File: src/rtl/seg_scan_if.sv
// Scan-bus bundle between a scanned 7-segment display controller and the receive-side decoder.
// Optional dp capture port is present when SEG_DP_CAPTURE_EN is defined.
interface seg_scan_if;
    logic [7:0]  led_en;
    logic [7:0]  led_cx;
    logic [31:0] display;
    logic [7:0]  digit_valid;
    logic        frame_done;
    logic        bad_code;
    logic        en_err;
    logic        blank;
`ifdef SEG_DP_CAPTURE_EN
    logic [7:0]  dp_out;

    modport master (output led_en, led_cx,
                    input  display, digit_valid, frame_done, bad_code, en_err, blank, dp_out);
    modport slave  (input  led_en, led_cx,
                    output display, digit_valid, frame_done, bad_code, en_err, blank, dp_out);
`else
    modport master (output led_en, led_cx,
                    input  display, digit_valid, frame_done, bad_code, en_err, blank);
    modport slave  (input  led_en, led_cx,
                    output display, digit_valid, frame_done, bad_code, en_err, blank);
`endif
endinterface

File: src/rtl/seg_scan_decoder.sv
// Scanned 7-segment receiver: deglitches led_en/led_cx, decodes digits to hex and rebuilds the word.
// Define SEG_DP_CAPTURE_EN to also capture decimal points into dp_out.
module seg_scan_decoder #(
    parameter int STABLE_CYC = 4,
    parameter int STALE_MAX  = 1000
) (
    input  logic       clk,
    input  logic       rst,
    seg_scan_if.slave  bus
);
    localparam int SW = $clog2(STABLE_CYC + 1);
    localparam int DW = $clog2(STALE_MAX + 1);
    localparam logic [SW-1:0] SETTLE_LAST = SW'(STABLE_CYC - 1);
    localparam logic [DW-1:0] STALE_V     = DW'(STALE_MAX);
    localparam logic [DW-1:0] STALE_PRE   = DW'(STALE_MAX - 1);

    typedef enum logic [1:0] {SETTLE, CAPTURE, HOLD} state_t;

    // Returns {valid, nibble}; anything not in the hex set decodes to 0/invalid.
    function automatic logic [4:0] seg_decode(input logic [6:0] s);
        case (s)
            7'h40: seg_decode = 5'h10;
            7'h79: seg_decode = 5'h11;
            7'h24: seg_decode = 5'h12;
            7'h30: seg_decode = 5'h13;
            7'h19: seg_decode = 5'h14;
            7'h12: seg_decode = 5'h15;
            7'h02: seg_decode = 5'h16;
            7'h78: seg_decode = 5'h17;
            7'h00: seg_decode = 5'h18;
            7'h10: seg_decode = 5'h19;
            7'h08: seg_decode = 5'h1A;
            7'h03: seg_decode = 5'h1B;
            7'h46: seg_decode = 5'h1C;
            7'h21: seg_decode = 5'h1D;
            7'h06: seg_decode = 5'h1E;
            7'h0E: seg_decode = 5'h1F;
            default: seg_decode = 5'h00;
        endcase
    endfunction

    state_t          state;
    logic [SW-1:0]   cnt;
    logic [DW-1:0]   dark;
    logic [15:0]     in_q, in_prev;
    logic [7:0][3:0] shadow;
    logic [7:0]      shadow_valid;
    logic [7:0]      seen;
`ifdef SEG_DP_CAPTURE_EN
    logic [7:0]      shadow_dp;
`endif

    logic [7:0] en_q, cx_q;
    logic [4:0] dec;
    logic       changed, en_onehot, en_idle, seg_blank;

    assign en_q      = in_q[15:8];
    assign cx_q      = in_q[7:0];
    assign changed   = (in_q != in_prev);
    assign en_onehot = $onehot(~en_q);
    assign en_idle   = (en_q == 8'hFF);
    assign dec       = seg_decode(cx_q[6:0]);
    assign seg_blank = (cx_q[6:0] == 7'h7F);

    always_ff @(posedge clk or posedge rst) begin
        if (rst) begin
            // Input history resets to the idle bus so reset itself never looks like a selection.
            in_q            <= '1;
            in_prev         <= '1;
            state           <= SETTLE;
            cnt             <= '0;
            dark            <= '0;
            shadow          <= '0;
            shadow_valid    <= '0;
            seen            <= '0;
            bus.display     <= '0;
            bus.digit_valid <= '0;
            bus.frame_done  <= 1'b0;
            bus.bad_code    <= 1'b0;
            bus.en_err      <= 1'b0;
            bus.blank       <= 1'b0;
`ifdef SEG_DP_CAPTURE_EN
            shadow_dp       <= '0;
            bus.dp_out      <= '0;
`endif
        end else begin
            in_q           <= {bus.led_en, bus.led_cx};
            in_prev        <= in_q;
            bus.frame_done <= 1'b0;
            bus.bad_code   <= 1'b0;
            bus.en_err     <= 1'b0;

            if (changed) begin
                state <= SETTLE;
                cnt   <= '0;
            end else begin
                case (state)
                    SETTLE: begin
                        if (cnt == SETTLE_LAST) begin
                            // Capture edge: the selection has been stable long enough.
                            state <= CAPTURE;
                            if (en_onehot) begin
                                for (int i = 0; i < 8; i++) begin
                                    if (!en_q[i]) begin
                                        shadow[i]       <= dec[3:0];
                                        shadow_valid[i] <= dec[4];
                                        seen[i]         <= 1'b1;
`ifdef SEG_DP_CAPTURE_EN
                                        shadow_dp[i]    <= ~cx_q[7];
`endif
                                    end
                                end
                                bus.bad_code <= !dec[4] && !seg_blank;
                            end else if (!en_idle) begin
                                bus.en_err <= 1'b1;
                            end
                        end else begin
                            cnt <= cnt + 1'b1;
                        end
                    end
                    CAPTURE: state <= HOLD;
                    default: state <= HOLD;
                endcase
            end

            // The last capture leaves the FSM in CAPTURE, so commit never coincides with a capture.
            if (seen == 8'hFF) begin
                bus.display     <= shadow;
                bus.digit_valid <= shadow_valid;
                bus.frame_done  <= 1'b1;
                seen            <= '0;
`ifdef SEG_DP_CAPTURE_EN
                bus.dp_out      <= shadow_dp;
`endif
            end

            if (en_idle) begin
                if (dark != STALE_V) dark <= dark + 1'b1;
                if (dark >= STALE_PRE) begin
                    bus.blank <= 1'b1;
                    seen      <= '0;
                end
            end else begin
                dark      <= '0;
                bus.blank <= 1'b0;
            end
        end
    end
endmodule

File: src/flat_wrapper.sv
// flat-port wrapper written by rule: the top's interface ports become plain ports
module seg_scan_decoder_flat 
#(
    parameter int STABLE_CYC = 4,
    parameter int STALE_MAX  = 1000
)
  (clk, rst, bus_led_en, bus_led_cx, bus_display, bus_digit_valid, bus_frame_done, bus_bad_code, bus_en_err, bus_blank);
  seg_scan_if bus_i ();
  input  logic clk;
  input  logic rst;
  input wire logic [$bits(bus_i.led_en)-1:0] bus_led_en;
  input wire logic [$bits(bus_i.led_cx)-1:0] bus_led_cx;
  output wire logic [$bits(bus_i.display)-1:0] bus_display;
  output wire logic [$bits(bus_i.digit_valid)-1:0] bus_digit_valid;
  output wire logic [$bits(bus_i.frame_done)-1:0] bus_frame_done;
  output wire logic [$bits(bus_i.bad_code)-1:0] bus_bad_code;
  output wire logic [$bits(bus_i.en_err)-1:0] bus_en_err;
  output wire logic [$bits(bus_i.blank)-1:0] bus_blank;
  assign bus_i.led_en = bus_led_en;
  assign bus_i.led_cx = bus_led_cx;
  assign bus_display = bus_i.display;
  assign bus_digit_valid = bus_i.digit_valid;
  assign bus_frame_done = bus_i.frame_done;
  assign bus_bad_code = bus_i.bad_code;
  assign bus_en_err = bus_i.en_err;
  assign bus_blank = bus_i.blank;
  seg_scan_decoder #(.STABLE_CYC(STABLE_CYC), .STALE_MAX(STALE_MAX)) u_core (.clk(clk), .rst(rst), .bus(bus_i));
endmodule
File: config.mk
export PLATFORM = sky130hd
export DESIGN_NAME = seg_scan_decoder_flat
export DESIGN_NICKNAME = d
export VERILOG_FILES = /design/src/rtl/seg_scan_if.sv /design/src/rtl/seg_scan_decoder.sv /design/src/flat_wrapper.sv
export SDC_FILE = /design/constraint.sdc
export NUM_CORES = 1
export LEC_CHECK = 0
export CORE_ASPECT_RATIO = 1.4
export CORE_MARGIN = 2
export CORE_UTILIZATION = 60
export DETAILED_ROUTE_END_ITERATION = 12
export PLACE_DENSITY_LB_ADDON = 0.3
export SETUP_SLACK_MARGIN = 0.3
export SLEW_MARGIN = 10
export SYNTH_ARGS = -nofsm -noshare
export SYNTH_HDL_FRONTEND = slang
export SYNTH_SLANG_ARGS = --single-unit
export TNS_END_PERCENT = 50
File: constraint.sdc
create_clock -name clk -period 9.71 [get_ports clk]
set_input_delay 0.971 -clock clk [delete_from_list [all_inputs] [get_ports clk]]
set_output_delay 0.971 -clock clk [all_outputs]
set_load 0.02 [all_outputs]
==> results.md <==
- Max IR drop VDD: 0.133 mV
- Crit-path cells: inv_1 -> ha_1 -> fa_1 -> inv_1 -> fa_1 -> inv_1 -> ha_1 -> fa_1 -> nor4b_1 -> nand3_1 -> nor3_2 -> mux2_2
- CP startpoint: u_core.in_q[8]
- Hold Crit Class: reg -> reg
- Min Hold Slack: 0.373 ns
- RePlAce Congestion: 0.810
- CP max-delay cell: nor3_2
- Stages on worst setup path: 12
- Post-cts sizing count: 0
- Post-Syn Area per Cell: 13.9 µm²
- Critical path's largest stage delay: 0.62 ns
- DR vias/cell: 5.77
- Clk_lat worst skew: 0.41 ns
- Initial Util: 61.5%
- Clock Tree Root: clkbuf_16
- Total gr overflow: 0
- Pint: 977 µW
- Setup TNS: 0 ns
- ANT cells: 0
- Crit path capture type: register
- Setup WS pre-CTS: 5.03 ns
- Final antenna-violating net count: 0
- FMAX: 208 MHz
- Pwr/cell area: 178 nW/µm²
- Max-slew headroom: 21.1%
- Worst r2r src: u_core.in_q[8]
- Min Tclk post-route: 4.81 ns
- Final setup vio count: 0
- Clock Tree Buf Depth: 2
- CTS tree: built
- Post-DP HPWL: 7270 µm
- RSZ-0062 raised after global routing: no
- H-tree Lvls: 4
- Sequential power share: 48.3%
- Dominant synthesized flop cell: dfrtp_1
- Port bufs: 61
- Setup ws final: 4.90 ns
- Total track usage: 24.5%
- Synth warn: 0
- Vias after detailed routing: 3504
- Period utilization: 49.5%
- Hold_buf cts: 0
- Pins Over Slew Limit: 0
- Top delay family on crit path: adder cells
- Crit start category: register
- Netlist Area Pre-Place: 5790 µm²
- Seq/Total Area, Yosys: 60.8%
- Final Hold Fails: 0
- Layout area overhead: 21.6%
- Layout cell share with drive strength beyond 1: 27.4%
- Clock Skews: 0.00789 ns
- Post-synth cell types: 43
- Die area: 10500 µm²
- Buffers & Inverters on Critical Path: 3
- CP required: 10.00 ns
- Detailed router's first-iteration violation count: 257
- Synthesized instance count: 417
- Global-route wire length before repair: 19300 µm
- Gate power share: 4.2%
- Slew @ Worst Pin: 1.18 ns
- Synth Register Bits: 139
- Row cnt: 42
- Initial antenna violation count: 0
- DR WL/cell: 19.0 µm
- Switching power: 272 µW
- Switching Share: 21.8%
- Sink Count: 139
- Cts bufs inserted: 17
- Worst R2R Path Depth: 12
- Final WL: 11500 µm
- Drt first pass iters: 4
- Status: finished, final reports clean
- Hold_sp: u_core.in_q[7]
- Post-CTS Repair Setup Buffers: 0
- Vias in the first global route: 3823
- Async set or reset register ratio after synthesis: 100%
- Max-Cap Viols: 0
- Final nets: 520
- Worst reg-to-reg setup slack: 4.90 ns
- DRC: 0
- Syn nets: 453
- Util after Layout: 74.8%
- Clk network pwr share: 47.5%
- Worst EP arrival: 5.10 ns
- Die height: 120 µm
- EDFF count, synth: 0
- Maximum number of pins on one net before global-route repair: 74
- Core box area: 9410 µm²
- Most frequent cells in the layout: 107 x dfrtp_1, 64 x mux2_2, 61 x clkdlybuf4s50_1, 32 x dfstp_2, 22 x xor2_1
- Hold path depth: 0
- Leak: 0.00332 µW
- Total power: 1250 µW
- Critical path class: reg -> reg
- Die width: 87.0 µm
- Clock transition at path regs: 0.06 ns
- Most common cell after layout, fill and taps aside: dfrtp_1
- IO Pins: 62
- Worst-path fanout max: 9
## sequential cells by signal, indices dropped and copies added (netlist names)
signal and flops:
u_core.bus.digit_valid 8, u_core.seen 8, u_core.bus.bad_code 1, u_core.bus.en_err 1
u_core.bus.frame_done 1, u_core.shadow_valid 8, u_core.shadow 32, u_core.bus.blank 1
u_core.cnt 3, u_core.state 2, u_core.dark 10, u_core.in_prev 16
u_core.in_q 16, u_core.bus.display 32
## kinds of logic (layout without fill, tap and decap cells)
kind of cell               count (synthesis)  after routing  synth area share [%]
muxes                                     81             81                  15.7
AOI/OAI and AO/OA                         30             30                  3.48
buffers and inverters                     36            116                  2.44
adders and majority gates                 18             18                  4.41
DFF                                      139            139                  60.8
and+or+nand+nor                           87             87                  9.17
xor gates and xnor gates                  26             26                  3.94
## routing by layer
| metal | part of all wire (%) | vias to the layer above | GRT usage [%] |
|---|---|---|---|
| met1 | 42 | 1794 | 32.3 |
| met3 | 4.0 | 22 | 5.32 |
| li1 | - | 1591 | - |
| met4 | 2.5 | 0 | 11.1 |
| met2 | 51 | 97 | 38.8 |
| met5 | 0 | - | 0 |
## stage by stage
step / std cells / instance area (µm²)
after floorplan: 417 / 5790
after global placement: 575 / 6490
after detailed placement: 575 / 6490
after CTS: 607 / 7030
after global routing: 607 / 7030
final: 607 / 7030
## power groups by stage
| stage | Sequential (µW) | Clock (µW) | Combinational, µW |
|---|---|---|---|
| floorplan | 607 | 0 | 37.1 |
| global placement | 612 | 0 | 49.5 |
| detailed placement | 613 | 0 | 51.0 |
| CTS | 604 | 602 | 52.9 |
| global route | 605 | 626 | 60.2 |
| finish | 604 | 593 | 52.4 |
## synth_stat cells, types with 2 or more instances
master	instances	share of area, %
nor3b_1	2	0.26
nor2b_1	3	0.32
mux2_1	16	3.1
nand3_1	10	0.87
a211oi_1	3	0.39
buf_2	2	0.17
and3_1	6	0.65
o21ai_0	4	0.35
clkbuf_1	11	0.71
a21oi_1	6	0.52
nor3_4	3	0.84
nor3_1	6	0.52
nor4bb_1	2	0.35
nor4_1	6	0.65
xnor2_1	4	0.61
o211ai_1	2	0.26
dfrtp_1	107	46
nand4_1	4	0.43
o21a_1	8	1.0
fa_1	4	1.4
ha_1	14	3.0
a32oi_1	2	0.30
or3_1	3	0.32
nor2_1	22	1.4
and4_1	2	0.30
mux2_2	64	12
inv_1	22	1.4
nor3_2	5	0.87
nor4b_1	2	0.30
nand2_1	7	0.45
dfstp_2	32	15
xor2_1	22	3.3
## area by class of cell
cell class,instances,area [µm²]
Timing Repair Buffer,62,618
Inverter,22,85.1
Tap cell,110,138
Clock buffer,24,472
Sequential cell,139,3520
Multi-Input combinational cell,242,2130
Fill cell,620,2370
Clock inverter,8,70.1
## path summary, 6_finish.rpt
path                                          end
worst min register to register  u_core.in_prev[7]
max in group asynchronous       u_core.shadow[11]
worst max-delay path            u_core.shadow[25]
min in group asynchronous          u_core.dark[3]
worst max register to register  u_core.shadow[25]
worst min-delay path            u_core.in_prev[7]
(Power assumes the default switching activity.)
